**src/rtl/clock_ctrl_pkg.sv**
```systemverilog
// rtl/clock_ctrl_pkg.sv - shared encodings and constants for the time-set controller
package clock_ctrl_pkg;

   typedef enum logic [2:0] {
      ST_RUN     = 3'd0,
      ST_EDIT_HH = 3'd1,
      ST_EDIT_MM = 3'd2,
      ST_EDIT_SS = 3'd3,
      ST_WRITE   = 3'd4
   } state_t;

   typedef enum logic [1:0] {
      FIELD_NONE = 2'd0,
      FIELD_HH   = 2'd1,
      FIELD_MM   = 2'd2,
      FIELD_SS   = 2'd3
   } field_t;

   localparam logic [7:0] MIN_SEC_MAX      = 8'h59;
   localparam logic [7:0] DEFAULT_HOUR_MAX = 8'h23;
   localparam int         DIGIT_COUNT      = 6;

   function automatic field_t field_of(input state_t s);
      case (s)
         ST_EDIT_HH: return FIELD_HH;
         ST_EDIT_MM: return FIELD_MM;
         ST_EDIT_SS: return FIELD_SS;
         default:    return FIELD_NONE;
      endcase
   endfunction

   function automatic logic is_edit(input state_t s);
      return (s == ST_EDIT_HH) || (s == ST_EDIT_MM) || (s == ST_EDIT_SS);
   endfunction

endpackage

```
**src/rtl/time_set_controller_if.sv**
```systemverilog
// rtl/time_set_controller_if.sv - button/tick/counter-chain signal bundle for the time-set controller
interface time_set_controller_if;
   logic        i_tick_1hz;
   logic        i_tick_2hz;
   logic        i_btn_mode;
   logic        i_btn_up;
   logic        i_btn_down;
   logic [23:0] i_digits;
   logic        o_run;
   logic [5:0]  o_wr;
   logic [3:0]  o_wr_data;
   logic [1:0]  o_field;
   logic [5:0]  o_blank;

   modport master (
      output i_tick_1hz, i_tick_2hz, i_btn_mode, i_btn_up, i_btn_down, i_digits,
      input  o_run, o_wr, o_wr_data, o_field, o_blank
   );

   modport slave (
      input  i_tick_1hz, i_tick_2hz, i_btn_mode, i_btn_up, i_btn_down, i_digits,
      output o_run, o_wr, o_wr_data, o_field, o_blank
   );
endinterface

```
**src/rtl/time_set_controller_bcd_pair_step.sv**
```systemverilog
// rtl/time_set_controller_bcd_pair_step.sv - one-step BCD pair increment/decrement with wrap at max
module bcd_pair_step (
   input  logic [7:0] value,
   input  logic [7:0] max_val,
   input  logic       up,
   input  logic       down,
   output logic [7:0] result
);
   logic [3:0] tens;
   logic [3:0] units;

   assign tens  = value[7:4];
   assign units = value[3:0];

   // Out-of-range inputs (e.g. a corrupt snapshot) are pulled back into legal BCD.
   always_comb begin
      result = value;
      if (up && !down) begin
         if (value >= max_val)
            result = 8'h00;
         else if (units >= 4'd9)
            result = {tens + 4'd1, 4'd0};
         else
            result = {tens, units + 4'd1};
      end else if (down && !up) begin
         if (value == 8'h00)
            result = max_val;
         else if (units == 4'd0)
            result = {tens - 4'd1, 4'd9};
         else if (units > 4'd9)
            result = {tens, 4'd9};
         else
            result = {tens, units - 4'd1};
      end
   end
endmodule

```
**src/rtl/time_set_controller.sv**
```systemverilog
// rtl/time_set_controller.sv - HH:MM:SS edit sequencer; optional display blink under TIME_SET_BLINK_EN
module time_set_controller
   import clock_ctrl_pkg::*;
#(
   parameter int         TIMEOUT_S = 30,
   parameter logic [7:0] HOUR_MAX  = DEFAULT_HOUR_MAX
) (
   input logic                  i_clk,
   input logic                  i_reset_n,
   time_set_controller_if.slave bus
);
   localparam logic [7:0] TMO_RELOAD = 8'(TIMEOUT_S);

   state_t      state, state_nxt;
   logic [23:0] shadow, shadow_nxt;
   logic [7:0]  tmo_cnt, tmo_nxt;
   logic [2:0]  wr_idx, wr_idx_nxt;
   logic [5:0]  wr_q, wr_nxt;
   logic [3:0]  wr_data_q, wr_data_nxt;
   logic        run_q;
   field_t      field_q;
   logic [7:0]  hh_step, mm_step;
   logic        any_btn, one_dir;

   assign any_btn = bus.i_btn_mode | bus.i_btn_up | bus.i_btn_down;
   assign one_dir = bus.i_btn_up ^ bus.i_btn_down;

   bcd_pair_step u_hh_step (
      .value  (shadow[23:16]),
      .max_val(HOUR_MAX),
      .up     (bus.i_btn_up),
      .down   (bus.i_btn_down),
      .result (hh_step)
   );

   bcd_pair_step u_mm_step (
      .value  (shadow[15:8]),
      .max_val(MIN_SEC_MAX),
      .up     (bus.i_btn_up),
      .down   (bus.i_btn_down),
      .result (mm_step)
   );

   always_ff @(posedge i_clk or negedge i_reset_n) begin
      if (!i_reset_n) begin
         state     <= ST_RUN;
         shadow    <= '0;
         tmo_cnt   <= '0;
         wr_idx    <= '0;
         wr_q      <= '0;
         wr_data_q <= '0;
         run_q     <= 1'b1;
         field_q   <= FIELD_NONE;
      end else begin
         state     <= state_nxt;
         shadow    <= shadow_nxt;
         tmo_cnt   <= tmo_nxt;
         wr_idx    <= wr_idx_nxt;
         wr_q      <= wr_nxt;
         wr_data_q <= wr_data_nxt;
         run_q     <= (state_nxt == ST_RUN);
         field_q   <= field_of(state_nxt);
      end
   end

   always_comb begin
      state_nxt   = state;
      shadow_nxt  = shadow;
      tmo_nxt     = tmo_cnt;
      wr_idx_nxt  = wr_idx;
      wr_nxt      = '0;
      wr_data_nxt = '0;
      case (state)
         ST_RUN: begin
            if (bus.i_btn_mode) begin
               shadow_nxt = bus.i_digits;
               state_nxt  = ST_EDIT_HH;
               tmo_nxt    = TMO_RELOAD;
            end
         end
         ST_EDIT_HH, ST_EDIT_MM, ST_EDIT_SS: begin
            if (bus.i_btn_mode) begin
               case (state)
                  ST_EDIT_HH: state_nxt = ST_EDIT_MM;
                  ST_EDIT_MM: state_nxt = ST_EDIT_SS;
                  default: begin
                     // First strobe leaves together with the state change so WRITE is exactly six cycles.
                     state_nxt   = ST_WRITE;
                     wr_nxt      = 6'b000001;
                     wr_data_nxt = shadow[3:0];
                     wr_idx_nxt  = 3'd1;
                  end
               endcase
            end else if (one_dir) begin
               case (state)
                  ST_EDIT_HH: shadow_nxt[23:16] = hh_step;
                  ST_EDIT_MM: shadow_nxt[15:8]  = mm_step;
                  default:    shadow_nxt[7:0]   = 8'h00;
               endcase
            end
            if (any_btn) begin
               tmo_nxt = TMO_RELOAD;
            end else if (bus.i_tick_1hz) begin
               if (tmo_cnt <= 8'd1) begin
                  tmo_nxt   = 8'd0;
                  state_nxt = ST_RUN;
               end else begin
                  tmo_nxt = tmo_cnt - 8'd1;
               end
            end
         end
         ST_WRITE: begin
            if (wr_idx >= 3'(DIGIT_COUNT)) begin
               state_nxt  = ST_RUN;
               wr_idx_nxt = 3'd0;
            end else begin
               wr_nxt      = 6'b000001 << wr_idx;
               wr_data_nxt = shadow[{wr_idx, 2'b00} +: 4];
               wr_idx_nxt  = wr_idx + 3'd1;
            end
         end
         default: state_nxt = ST_RUN;
      endcase
   end

   assign bus.o_run     = run_q;
   assign bus.o_wr      = wr_q;
   assign bus.o_wr_data = wr_data_q;
   assign bus.o_field   = field_q;

`ifdef TIME_SET_BLINK_EN
   logic       blink_q;
   logic [5:0] blank_mask;

   always_ff @(posedge i_clk or negedge i_reset_n) begin
      if (!i_reset_n)
         blink_q <= 1'b0;
      else if (!is_edit(state_nxt))
         blink_q <= 1'b0;
      else if (bus.i_tick_2hz && is_edit(state))
         blink_q <= ~blink_q;
   end

   always_comb begin
      blank_mask = '0;
      case (state)
         ST_EDIT_HH: blank_mask = 6'b110000;
         ST_EDIT_MM: blank_mask = 6'b001100;
         ST_EDIT_SS: blank_mask = 6'b000011;
         default:    blank_mask = '0;
      endcase
   end

   assign bus.o_blank = blink_q ? blank_mask : 6'b000000;
`else
   assign bus.o_blank = 6'b000000;
`endif

endmodule

```
**src/flat_wrapper.sv**
```systemverilog
// flat-port wrapper written by rule: the top's interface ports become plain ports
module time_set_controller_flat import clock_ctrl_pkg::*;
#(
   parameter int         TIMEOUT_S = 30,
   parameter logic [7:0] HOUR_MAX  = DEFAULT_HOUR_MAX
)
  (i_clk, i_reset_n, bus_i_tick_1hz, bus_i_tick_2hz, bus_i_btn_mode, bus_i_btn_up, bus_i_btn_down, bus_i_digits, bus_o_run, bus_o_wr, bus_o_wr_data, bus_o_field, bus_o_blank);
  time_set_controller_if bus_i ();
  input logic i_clk;
  input logic i_reset_n;
  input wire logic [$bits(bus_i.i_tick_1hz)-1:0] bus_i_tick_1hz;
  input wire logic [$bits(bus_i.i_tick_2hz)-1:0] bus_i_tick_2hz;
  input wire logic [$bits(bus_i.i_btn_mode)-1:0] bus_i_btn_mode;
  input wire logic [$bits(bus_i.i_btn_up)-1:0] bus_i_btn_up;
  input wire logic [$bits(bus_i.i_btn_down)-1:0] bus_i_btn_down;
  input wire logic [$bits(bus_i.i_digits)-1:0] bus_i_digits;
  output wire logic [$bits(bus_i.o_run)-1:0] bus_o_run;
  output wire logic [$bits(bus_i.o_wr)-1:0] bus_o_wr;
  output wire logic [$bits(bus_i.o_wr_data)-1:0] bus_o_wr_data;
  output wire logic [$bits(bus_i.o_field)-1:0] bus_o_field;
  output wire logic [$bits(bus_i.o_blank)-1:0] bus_o_blank;
  assign bus_i.i_tick_1hz = bus_i_tick_1hz;
  assign bus_i.i_tick_2hz = bus_i_tick_2hz;
  assign bus_i.i_btn_mode = bus_i_btn_mode;
  assign bus_i.i_btn_up = bus_i_btn_up;
  assign bus_i.i_btn_down = bus_i_btn_down;
  assign bus_i.i_digits = bus_i_digits;
  assign bus_o_run = bus_i.o_run;
  assign bus_o_wr = bus_i.o_wr;
  assign bus_o_wr_data = bus_i.o_wr_data;
  assign bus_o_field = bus_i.o_field;
  assign bus_o_blank = bus_i.o_blank;
  time_set_controller #(.TIMEOUT_S(TIMEOUT_S), .HOUR_MAX(HOUR_MAX)) u_core (.i_clk(i_clk), .i_reset_n(i_reset_n), .bus(bus_i));
endmodule
```
**config.mk**
```make
export PLATFORM = sky130hd
export DESIGN_NAME = time_set_controller_flat
export DESIGN_NICKNAME = d
export VERILOG_FILES = /design/src/rtl/clock_ctrl_pkg.sv /design/src/rtl/time_set_controller_if.sv /design/src/rtl/time_set_controller_bcd_pair_step.sv /design/src/rtl/time_set_controller.sv /design/src/flat_wrapper.sv
export SDC_FILE = /design/constraint.sdc
export NUM_CORES = 1
export LEC_CHECK = 0
export BUFFER_PORTS_ARGS = -buffer_cell sky130_fd_sc_hd__buf_2
export CORE_MARGIN = 2
export CORE_UTILIZATION = 45
export DETAILED_ROUTE_END_ITERATION = 16
export PLACE_DENSITY_LB_ADDON = 0.1
export SETUP_SLACK_MARGIN = 0.2
export SLEW_MARGIN = 20
export SYNTH_ARGS = -nofsm -noshare
export SYNTH_HDL_FRONTEND = slang
export SYNTH_SLANG_ARGS = --single-unit
```
**constraint.sdc**
```tcl
create_clock -name i_clk -period 3.8 [get_ports i_clk]
set_clock_uncertainty 0.05 [all_clocks]
set_input_delay 0.19 -clock i_clk [delete_from_list [all_inputs] [get_ports i_clk]]
set_output_delay 0.19 -clock i_clk [all_outputs]
set_load 0.005 [all_outputs]
```
Word-level counts from Yosys, hierarchy flattened
Index checks and enable logic that the tools add are counted.
- output and inout port bits: 19
- bits of input ports: 31
- flip-flop bits (word level): 51
- word-level logic and storage cells: 123
- equal/unequal tests: 20
- bitwise gates (word level): 3
- $lt $le $gt $ge: 8
- add/sub/neg operators: 10
- reductions and logical operators: 21
- multiplexer cells: 47
- shifts and indexed selects: 2
- operators with widths (cell ; count):
    two-way mux 8 bit ; 19
    two-way mux 24 bit ; 3
    one-hot mux 24 bit (2 select lines) ; 1
    two-way mux 3 bit ; 9
    variable part select 24 x 6 -> 4 bit ; 1
    two-way mux 4 bit ; 5
    adder 4 x 1 -> 4 bit, second input constant ; 4
    zero test 8 bit ; 2
    != test 4 bit, second input constant ; 4
    one-hot mux 8 bit (2 select lines) ; 1
    AND reduction 8 bit ; 2
    subtractor 4 x 1 -> 4 bit, second input constant ; 4
    == test 3 x 2 -> 1 bit, second input constant ; 4
    two-way mux 6 bit ; 2
    one-hot mux 3 bit (2 select lines) ; 2
    one-hot mux 6 bit (2 select lines) ; 1
    AND reduction 6 bit ; 2
    one-hot mux 3 bit (3 select lines) ; 1
    >= comparator 4 bit, second input constant ; 2
    >= comparator 8 x 6 -> 1 bit, second input constant ; 1
    >= comparator 8 x 7 -> 1 bit, second input constant ; 1
    greater-than comparator 4 bit, second input constant ; 2
    <= comparator 8 x 1 -> 1 bit, second input constant ; 1
    zero test 4 bit ; 2
    other kinds (23) ; 35

Logic depth before layout (Yosys ltp)
Gate-level depths: netlist of the first run.
- word-level depth: 10
- mapped depth: 8
- gate-level depth less buffers: 7

By module
From an unflattened synthesis of the first run, not the netlist that was laid out.
- cells, all modules: 454
- area total of the unflattened synthesis: 4302.9 um^2
- modules (own cells, without submodules) (module ; times used ; seq. area each (um^2) ; cells an instance ; area an instance (um^2)):
    time_set_controller ; 1 ; 1277.5 ; 242 ; 2763.9
    bcd_pair_step ; 2 ; 0.0 ; 106 ; 769.5

Worst setup path after synthesis of the first run
OpenSTA, ideal clock, no wires.
- kind: register to register
- start: register u_core.shadow[16]
- end: register u_core.shadow[20]
- data required time: 3.613 ns
- setup time: 0.137 ns
- period minus slack after synthesis: 1.930 ns
- setup slack: 1.870 ns
- cell stages (with the launch flop): 8
- buffers on the path: 0
- data arrival time: 1.743 ns
- cell sequence: dfrtp_1 -> inv_1 -> ha_1 -> or4b_1 -> o221ai_2 -> a31oi_2 -> nor2_1 -> a21oi_1
- longest elaborated chain between the ends: 8
- elaborated cells on any way between the ends: 15
- those cells by class: order compare: 2; eq/ne: 2; mux: 8; reduce/logical: 3
- ends and longest elaborated chain (what ; RTL line ; source):
    start, declared ; time_set_controller.sv:15 ; logic [23:0] shadow, shadow_nxt;
    start signal, assigned ; time_set_controller.sv:56 ; shadow <= shadow_nxt;
    parallel branches: the longest is 8 deep, another holds >= comparator 8 x 6 -> 1 bit ; n/a ;
Parallel ways; which one is timed is not known. The select of a mux whose other input is x is not followed.
A chain may end at the register's enable or synchronous reset.

Worst setup path in the final report of the first run
- start: register u_core.state[0]
- end: register u_core.shadow[20]
- longest elaborated chain between the ends: 4
- elaborated cells on any way between the ends: 15
- those cells by class: eq/ne: 10; mux: 1; reduce/logical: 4
- ends and longest elaborated chain (what ; RTL line ; source):
    start, declared ; time_set_controller.sv:14 ; state_t state, state_nxt;
    start signal, assigned ; time_set_controller.sv:55 ; state <= state_nxt;
    == test 3 x 1 -> 1 bit / == test 3 x 2 -> 1 bit (equally long branches) ; time_set_controller.sv:73, time_set_controller.sv:95 ;
    OR reduction 3 bit ; time_set_controller.sv:73 ; case (state)
    != test 4 bit (no source line) (tied with other cells) ; n/a ;
    AND reduction 8 bit (no source line) ; n/a ;
Several ways; a longest one is shown, not always the timed one.

==> results of run 1 <==
## worst max-delay path: cells and delay by family (launching register included)
kind | cells | cell delay, ns
AO/OA/AOI/OAI | 3 | 1.09
AND/OR/NAND/NOR | 1 | 0.11
flip-flops | 1 | 0.51
buffers and inverters | 1 | 0.39
## cells in the final DEF, fill, tap and decap left out, types with 6 or more instances in the layout
| cell | n |
|---|---|
| a21oi_1 | 19 |
| a22o_1 | 10 |
| and2_1 | 6 |
| buf_2 | 42 |
| conb_1 | 6 |
| dfrtp_1 | 50 |
| ha_1 | 22 |
| inv_1 | 18 |
| nand2_1 | 42 |
| nand3_1 | 13 |
| nor2_1 | 26 |
| nor2b_1 | 6 |
| nor3_1 | 12 |
| o21a_1 | 6 |
| o21ai_0 | 30 |
## power by group through the flow
stage	clock [uW]	sequential, uW	combinational [uW]
5_1_grt	425	1070	1670
3_5_place_dp	0	1040	1460
2_1_floorplan	0	864	1300
6_report	390	1030	1460
4_1_cts	397	1030	1470
3_3_place_gp	0	1040	1430
## state kept, by name (all words and copies together), names as in the netlist
register and flops:
u_core.shadow 24, u_core.tmo_cnt 8, u_core.bus.o_wr 6, u_core.bus.o_wr_data 4, u_core.state 3, u_core.wr_idx 3, u_core.bus.o_field 2, u_core.bus.o_run 1
## cell type report
type | count | area (sq um)
flip-flops and latches | 51 | 1280
clock buffers | 6 | 72.6
fillers | 760 | 3780
multi-input cells | 298 | 2050
repair buffers | 45 | 235
well taps | 102 | 128
clock inverters | 2 | 37.5
inverters | 18 | 67.6
## per-stage QoR
stage	power, uW	cell area [sq um]	worst slack, ns	std cells	util (%)
floorplan	2170	3550	1.87	393	-
global placement	2480	3750	1.58	513	49.0
detailed placement	2500	3750	1.53	513	49.0
CTS	2890	3870	1.52	522	50.6
global route	3170	3870	1.35	522	50.6
finish	2890	3870	1.52	522	50.6
## cell families after synthesis
kind of cell	Yosys count
buf+inv	44
other cells	1
compound gates	116
xor+xnor	5
fa+ha+maj	22
mux	9
simple gates	140
flops	51
## worst min-delay path by stage
stage,from,endpoint,slack [ns],cells past startpoint
floorplan,i_reset_n,u_core.bus.o_field[0]$_DFF_PN0_,-0.16,0
global placement,i_reset_n,u_core.bus.o_wr[0]$_DFF_PN0_,0.31,2
detailed placement,i_reset_n,u_core.bus.o_wr[0]$_DFF_PN0_,0.31,2
CTS,bus_i_digits[3],u_core.shadow[3]$_DFFE_PN0P_,0.05,3
global route,bus_i_digits[1],u_core.shadow[1]$_DFFE_PN0P_,0.07,3
finish,bus_i_digits[3],u_core.shadow[3]$_DFFE_PN0P_,0.05,3
## metal layers
layer / track usage [%] / routed length, um
met1: 27.8 / 3910
met2: 30.5 / 3640
met3: 2.69 / 224
met4: 6.84 / 78
met5: 0 / 0
==> metrics.csv, run 1 <==
stage,metric,value,unit
drt,vias,2926,
drt,"wirelength, routed",7860,um
run,# Max-Cap Violations,0,
clock_network,postcts setup bufs,0,
setup_path,"Max stage delay cell, worst path",o21bai_2,
setup_path,WS Path Type,register to register,
drt,Avg WL per Cell,15.1,um
pwr,Seq pwr share,35.8,%
drt,drt first pass iters,4,
synth,Synth async-reset ratio,100,%
clock_network,"Reg clk slew, reported paths",0.10,ns
pwr,P_int,1570,uW
floorplanning,Die H,92.6,um
clock_network,"Clk Latency, worst-skew pair",0.31,ns
drt,1st-iter DRT viols,108,
placement,number of buffers added on ports,42,
synth,top cell type's share of synthesized area,35.5,%
timing,Final Cycle Share,59.9,%
synth,Synth Cell Area,3530,sq um
setup_path,CP endpoint,u_core.shadow[20]$_DFFE_PN0P_,
synth,#FFs+latches synth,51,
floorplanning,Initial Util,46.1,%
synth,Yosys top cell by area,dfrtp_1,
floorplanning,Die Area,8570,sq um
synth,Cells after Synth,388,
setup_path,RR Startpoint,u_core.state[0]$_DFF_PN0_,
pwr,Comb pwr share,50.7,%
setup_path,CP Capture Type,register,
floorplanning,Core Region,7650,sq um
setup_path,required time of the worst setup path,3.94,ns
global_route,pin count of the biggest net entering global routing,52,
synth,Compound-Gate Fraction of Synth Area,23.1,%
timing,minimum clock period,2.28,ns
timing,Slew headroom,45.5,%
cells_and_area,nets@finish,472,
placement,Post-DP HPWL,5700,um
synth,Post-synth EDFFs,0,
timing,setup violators final,0,
pwr,clock share of power,13.5,%
timing,WHS,0.0509,ns
setup_path,Worst path max stage delay,0.71,ns
global_route,antenna violations before repair,0,
global_route,gr ovfl total,0,
synth,synth cell count leaders,"dfrtp_1, nand2_1, o21ai_0",
synth,top area cells in the synthesized netlist,"dfrtp_1, ha_1, nand2_1",
pwr,switch share,45.8,%
placement,routability cong.,0.792,
pwr,Pleak,0.00171,uW
setup_path,reg2reg end,u_core.shadow[20]$_DFFE_PN0P_,
global_route,Tot GR Track Use,19.6,%
timing,final count of pins violating max slew,0,
setup_path,type of origin of the critical path,register,
floorplanning,Ports,50,
pwr,switching power total,1320,uW
timing,RSZ-0062 raised after global routing,no,
synth,Synth Warn #,0,
timing,Final Hold Viols,0,
drt,via/cell ratio,5.61,
floorplanning,Rows,32,
setup_path,worst-path maximum fanout,22,
clock_network,CTS tree,built,
floorplanning,Die W,92.6,um
synth,largest family of logic cells by synthesized area,compound AO/OA/AOI/OAI gates,
synth,Adder-Cell Fraction of Synth Area,7.80,%
outcome,outcome,"finished, final reports clean",
synth,most numerous cell in the Yosys netlist,dfrtp_1,
synth,main flop type after synthesis,dfrtp_1,
synth,sequential area share after synthesis,36.2,%
drt,DRC viols,0,
setup_path,Critical Path Source,u_core.state[0]$_DFF_PN0_,
pwr,Power Density,746,nW/um^2
cells_and_area,share of post-route cells with drive strength above 1,17.4,%
global_route,vias in the first global route,2758,
setup_path,Critical Path AT,2.42,ns
setup_path,Reg2Reg Setup Slack,1.52,ns
synth,Synth cell types,68,
clock_network,H-tree levels,2,
timing,Slew @ Worst Pin,0.818,ns
timing,setup TNS,0,ns
synth,mux contribution to synthesized area,3.97,%
setup_path,worst path cell trace,o21bai_2 -> buf_4 -> nor4b_1 -> a221oi_1 -> a21oi_1,
cells_and_area,area grow syn2layout,9.68,%
synth,post-synthesis simple-gate area fraction,21.4,%
setup_path,r2r worst-path depth,5,
hold_path,Hold Path Class,input pin to register,
clock_network,Hold Buf Count CTS,1,
global_route,first-pass GRT wire length,13500,um
clock_network,CTS sink count,51,
drt,ANT nets after route,0,
pwr,Max IR drop VDD,0.000334,V
clock_network,CTS Buffer Depth,2,
clock_network,CTS resizes,0,
cells_and_area,ant diodes,0,
synth,Synth Area in XOR/XNOR,1.24,%
clock_network,Root Buffer,clkbuf_8,
timing,Max Freq,0.439,GHz
clock_network,Inserted Clock Buffers,5,
synth,Post-Syn Area per Cell,9.09,sq um
Note: power is estimated with default switching activity, not from simulation.
==> run 2: changes to the inputs <==
Clock period 3.8 ns to 2.1 ns, I/O delays scaled along.
==> metrics.csv, run 2 (synthesis results as in run 1) <==
stage,metric,value,unit,change
outcome,outcome,"finished, final reports clean",,
timing,setup violators final,0,,unchanged
drt,Avg WL per Cell,15.4,um,+2.2%
clock_network,CTS Buffer Depth,2,,unchanged
placement,routability cong.,0.830,,+4.7%
setup_path,RR Startpoint,u_core.shadow[16]$_DFFE_PN0P_,,
drt,via/cell ratio,5.50,,-1.9%
hold_path,Hold Path Cell Cnt,3,,unchanged
clock_network,"Clk Latency, worst-skew pair",0.31,ns,about the same
clock_network,Root Buffer,clkbuf_8,,
timing,final setup margin,0.182,ns,-1.34 ns
cells_and_area,sequential standard cell area,1280,sq um,+0.49%
pwr,Power Density,1390,nW/um^2,+87%
drt,drt first pass iters,4,,unchanged
clock_network,"Reg clk slew, reported paths",0.10,ns,about the same
cells_and_area,most frequent cells in the layout,"dfrtp_1, buf_2, nand2_1, buf_4, o21ai_0",,
setup_path,worst-path maximum fanout,7,,-68%
global_route,gr ovfl total,0,,unchanged
clock_network,H-tree levels,2,,unchanged
floorplanning,Ports,50,,unchanged
floorplanning,Die Area,8570,sq um,unchanged
cells_and_area,"commonest non-fill, non-tap cell in the layout",dfrtp_1,,
floorplanning,Initial Util,46.1,%,unchanged
timing,Max Freq,0.521,GHz,+19%
global_route,pin count of the biggest net entering global routing,29,,-44%
floorplanning,Core Region,7650,sq um,unchanged
setup_path,r2r worst-path depth,7,,+2
global_route,antenna violations before repair,0,,unchanged
timing,Final Cycle Share,91.3,%,+31 points
drt,1st-iter DRT viols,64,,-41%
timing,WHS,0.00376,ns,-0.0471 ns
placement,DP Area,3950,sq um,+5.3%
placement,Post-DP HPWL,6200,um,+8.8%
floorplanning,Die H,92.6,um,unchanged
cells_and_area,multi-input logic area,2270,sq um,+11%
placement,number of buffers added on ports,42,,unchanged
run,# Max-Cap Violations,0,,unchanged
global_route,vias in the first global route,3071,,+11%
placement,pre-CTS setup slack,0.0686,ns,-1.47 ns
drt,ANT nets after route,0,,unchanged
timing,setup TNS,0,ns,unchanged
clock_network,CTS tree,built,,
cells_and_area,nets@finish,510,,+8.1%
cells_and_area,share of post-route cells with drive strength above 1,31.9,%,+14 points
timing,Slew @ Worst Pin,0.601,ns,-0.217 ns
cells_and_area,max reg flops,24,,unchanged
clock_network,Inserted Clock Buffers,5,,unchanged
setup_path,CP Capture Type,register,,
hold_path,hold wc startpoint,bus_i_digits[4],,
cells_and_area,ant diodes,0,,unchanged
timing,Final Hold Viols,0,,unchanged
cells_and_area,area grow syn2layout,25.5,%,
global_route,first-pass GRT wire length,14300,um,+5.8%
floorplanning,Die W,92.6,um,unchanged
drt,DRC viols,0,,unchanged
pwr,Pleak,0.00194,uW,+13%
cells_and_area,Fill cells,694,,-8.7%
drt,vias,3079,,+5.2%
pwr,Max IR drop VDD,0.000692,V,+110%
hold_path,Hold Path Class,input pin to register,,
floorplanning,Rows,32,,unchanged
setup_path,reg2reg end,u_core.shadow[23]$_DFFE_PN0P_,,
cells_and_area,Final Cell Area,4430,sq um,+14%
drt,"wirelength, routed",8610,um,+9.6%
cells_and_area,Top reg by flops,u_core.shadow,,
hold_path,worst hold path endpoint,u_core.shadow[4]$_DFFE_PN0P_,,
timing,final count of pins violating max slew,0,,unchanged
global_route,Tot GR Track Use,20.7,%,+1.2 points
timing,minimum clock period,1.92,ns,-0.358 ns
setup_path,Critical Path AT,2.06,ns,-0.36 ns
clock_network,CTS sink count,51,,unchanged
timing,Slew headroom,60.0,%,+15 points
setup_path,Reg2Reg Setup Slack,0.18,ns,-1.34 ns
setup_path,type of origin of the critical path,register,,
timing,RSZ-0062 raised after global routing,yes,,
setup_path,WS Path Type,register to register,,
setup_path,required time of the worst setup path,2.24,ns,-1.70 ns
==> run 2: changes by cell type in the layout (fill, tap and decap cells not counted), sizes merged <==
cell	previous run	this run
buf	44	77
bufinv	1	2
clkinvlp	1	0
dlygate4sd3	1	6
==> run 2: report_power, final <==
group          total [uW]  internal [uW]  switching (uW)
Combinational        3660           1680            1980
Sequential           1690           1320             374
Clock                 821            477             344
==> run 2: what timing repair did <==
action / in CTS / in global routing
hold buffers: 6 / 0
pin swaps: 2 / 3
endpoints found under the hold margin: 28 / 0
buffers inserted: 7 / 6
gates resized for setup: 11 / 37
endpoints found under the setup margin: 7 / 24
==> run 2: routing by layer <==
| layer | vias to the layer above | track usage, % | wire length [um] |
|---|---|---|---|
| met1 | 1472 | 27.0 | 3950 |
| li1 | 1539 | - | - |
| met3 | 11 | 3.09 | 267 |
| met4 | 0 | 7.09 | 121 |
| met5 | - | 0 | 0 |
| met2 | 57 | 35.3 | 4270 |
==> run 2: worst max-delay path, cell delays in order, from the launching register on <==
cell      delay [ns]
dfrtp_2         0.45
inv_2           0.09
ha_4            0.16
or4b_4          0.48
o221ai_4        0.23
a31oi_4         0.17
nor2_2          0.12
a21oi_2         0.05
==> run 2: metrics by stage <==
stage / cells / util (%) / power (uW)
2_1_floorplan: 393 / - / 3990
3_3_place_gp: 533 / 51.7 / 4820
3_5_place_dp: 533 / 51.7 / 4890
4_1_cts: 554 / 55.4 / 5860
5_1_grt: 560 / 57.9 / 6680
6_report: 560 / 57.9 / 6170
==> run 2: worst max-delay path by stage <==
| stage | to | from | cells past startpoint | slack (ns) |
|---|---|---|---|---|
| after floorplan | u_core.shadow[20]$_DFFE_PN0P_ | u_core.shadow[17]$_DFFE_PN0P_ | 7 | 0.20 |
| after global placement | u_core.shadow[20]$_DFFE_PN0P_ | u_core.shadow[16]$_DFFE_PN0P_ | 6 | 0.11 |
| after detailed placement | u_core.shadow[20]$_DFFE_PN0P_ | u_core.shadow[21]$_DFFE_PN0P_ | 6 | 0.07 |
| after CTS | u_core.shadow[23]$_DFFE_PN0P_ | u_core.shadow[16]$_DFFE_PN0P_ | 7 | 0.18 |
| after global routing | u_core.shadow[23]$_DFFE_PN0P_ | u_core.shadow[16]$_DFFE_PN0P_ | 7 | 0.09 |
| final | u_core.shadow[23]$_DFFE_PN0P_ | u_core.shadow[16]$_DFFE_PN0P_ | 7 | 0.18 |
==> run 2: final cells by class <==
class                   count  area share [%]
clock inverters             2            1.36
clock buffers               6            1.64
inverters                  18            1.58
flip-flops and latches     51            29.0
well taps                 102            2.88
multi-input cells         298            51.2
repair buffers             83            12.3
==> run 3: changes to the inputs <==
Settings changed: CAP_MARGIN from default to 40, CELL_PAD_IN_SITES_DETAIL_PLACEMENT from default to 0, CELL_PAD_IN_SITES_GLOBAL_PLACEMENT from default to 1, CORE_UTILIZATION 45 to 44.
==> metrics.csv, run 3 (synthesis results as in run 1) <==
stage,metric,value,unit,change
drt,Avg WL per Cell,16.0,um,+3.8%
setup_path,required time of the worst setup path,2.27,ns,+0.03 ns
hold_path,Hold Path Class,input pin to register,,
placement,placed insts,534,,+0.19%
timing,minimum clock period,1.96,ns,+0.0429 ns
setup_path,RR Startpoint,u_core.shadow[16]$_DFFE_PN0P_,,
hold_path,hold wc startpoint,bus_i_digits[7],,
setup_path,type of origin of the critical path,register,,
floorplanning,Core Region,7770,sq um,+1.6%
floorplanning,Rows,32,,unchanged
global_route,gr ovfl total,0,,unchanged
placement,number of buffers added on ports,42,,unchanged
timing,setup TNS,0,ns,unchanged
global_route,vias in the first global route,3010,,-2.0%
pwr,Pleak,0.00191,uW,-1.3%
setup_path,r2r worst-path depth,7,,unchanged
setup_path,reg2reg end,u_core.shadow[16]$_DFFE_PN0P_,,
clock_network,"Clk Latency, worst-skew pair",0.32,ns,about the same
setup_path,CP Capture Type,register,,
cells_and_area,max reg flops,24,,unchanged
global_route,antenna violations before repair,0,,unchanged
timing,Slew @ Worst Pin,0.624,ns,+0.0233 ns
pwr,Max IR drop VDD,0.000624,V,-9.9%
floorplanning,Die W,93.6,um,+1.1%
clock_network,CTS Buffer Depth,2,,unchanged
global_route,Tot GR Track Use,20.8,%,+0.11 points
clock_network,Inserted Clock Buffers,5,,unchanged
hold_path,Hold Path Cell Cnt,3,,unchanged
clock_network,CTS sink count,51,,unchanged
drt,via/cell ratio,5.53,,+0.54%
setup_path,Reg2Reg Setup Slack,0.14,ns,-0.04 ns
drt,drt first pass iters,5,,+1
setup_path,worst-path maximum fanout,4,,-3
timing,Final Cycle Share,93.4,%,+2.0 points
clock_network,Root Buffer,clkbuf_8,,
setup_path,Critical Path Source,u_core.shadow[16]$_DFFE_PN0P_,,
floorplanning,Die Area,8750,sq um,+2.2%
pwr,Power Density,1380,nW/um^2,-0.61%
pwr,Overall Power,6010,uW,-2.6%
setup_path,WS Path Type,register to register,,
hold_path,worst hold path endpoint,u_core.shadow[7]$_DFFE_PN0P_,,
run,# Max-Cap Violations,0,,unchanged
cells_and_area,Top reg by flops,u_core.shadow,,
setup_path,Critical Path AT,2.13,ns,+0.07 ns
drt,"wirelength, routed",8920,um,+3.6%
cells_and_area,"commonest non-fill, non-tap cell in the layout",dfrtp_1,,
cells_and_area,ant diodes,0,,unchanged
clock_network,"Reg clk slew, reported paths",0.10,ns,about the same
timing,Final Hold Viols,0,,unchanged
timing,setup violators final,0,,unchanged
cells_and_area,nets@finish,509,,-0.20%
timing,Slew headroom,58.4,%,-1.6 points
placement,Post-DP HPWL,6330,um,+2.1%
placement,routability cong.,0.889,,+7.1%
clock_network,CTS tree,built,,
cells_and_area,most frequent cells in the layout,"dfrtp_1, buf_2, nand2_1, buf_4, o21ai_0",,
cells_and_area,final non-filler cell total,559,,-0.18%
timing,RSZ-0062 raised after global routing,yes,,
floorplanning,Ports,50,,unchanged
clock_network,H-tree levels,2,,unchanged
placement,DP Area,3960,sq um,+0.19%
drt,ANT nets after route,0,,unchanged
cells_and_area,area grow syn2layout,23.0,%,
cells_and_area,Final Cell Area,4340,sq um,-2.0%
cells_and_area,share of post-route cells with drive strength above 1,28.4,%,-3.4 points
cells_and_area,Fill cells,738,,+6.3%
outcome,outcome,"finished, final reports clean",,
timing,Max Freq,0.510,GHz,-2.2%
floorplanning,Die H,93.6,um,+1.1%
drt,DRC viols,0,,unchanged
floorplanning,Initial Util,45.4,%,-0.71 points
drt,vias,3090,,+0.36%
timing,final count of pins violating max slew,0,,unchanged
drt,1st-iter DRT viols,108,,+69%
global_route,first-pass GRT wire length,14500,um,+1.3%
global_route,pin count of the biggest net entering global routing,28,,-3.4%
[run 3: per-stage QoR]
step	util, %	hold WS [ns]	setup slack [ns]
2_1_floorplan	-	-0.241	0.204
3_3_place_gp	51.0	0.110	0.138
3_5_place_dp	51.0	0.106	0.109
4_1_cts	54.3	0.0225	0.201
5_1_grt	55.9	0.0321	0.0978
6_report	55.9	0.0228	0.139
[run 3: final cells by class]
type                    instances  area, sq um  share of cell area (%)
multi-input cells             298         2210                    50.9
flip-flops and latches         51         1280                    29.5
repair buffers                 82          543                    12.5
well taps                     102          128                    2.94
inverters                      18         70.1                    1.61
clock buffers                   5         68.8                    1.59
clock inverters                 3         43.8                    1.01
[run 3: report_power, final]
part / switching (uW) / internal, uW
combinational: 1970 / 1640
sequential: 370 / 1310
clock: 362 / 356
total: 2700 / 3310
[run 3: how the worst max path moves through the flow]
stage	end	slack, ns
floorplan	u_core.shadow[20]$_DFFE_PN0P_	0.20
global placement	u_core.shadow[23]$_DFFE_PN0P_	0.14
detailed placement	u_core.shadow[21]$_DFFE_PN0P_	0.11
CTS	u_core.shadow[14]$_DFFE_PN0P_	0.20
global route	u_core.shadow[23]$_DFFE_PN0P_	0.1
finish	u_core.shadow[16]$_DFFE_PN0P_	0.14
[run 3: per-layer routing]
metal	GRT usage (%)	vias up	wire [um]
li1	-	1541	-
met1	28.1	1465	4210
met2	34.9	75	4300
met3	3.14	9	315
met4	5.80	0	96
met5	0	-	0
[run 3: timing repair]
action | in CTS | in global routing
cloned | 0 | 0
setup endpoints to repair | 11 | 18
endpoints found under the hold margin | 31 | 0
gates resized for setup | 10 | 22
pin swaps | 4 | 13
hold buffers | 8 | 0
setup buffers | 5 | 4
[run 3: worst max-delay path, stage by stage, from the launching register on]
cell      delay [ns]
dfrtp_1         0.45
inv_2           0.12
ha_4            0.15
or4b_4          0.48
o221ai_4        0.22
buf_4           0.16
nand3_1         0.08
a22oi_1         0.17
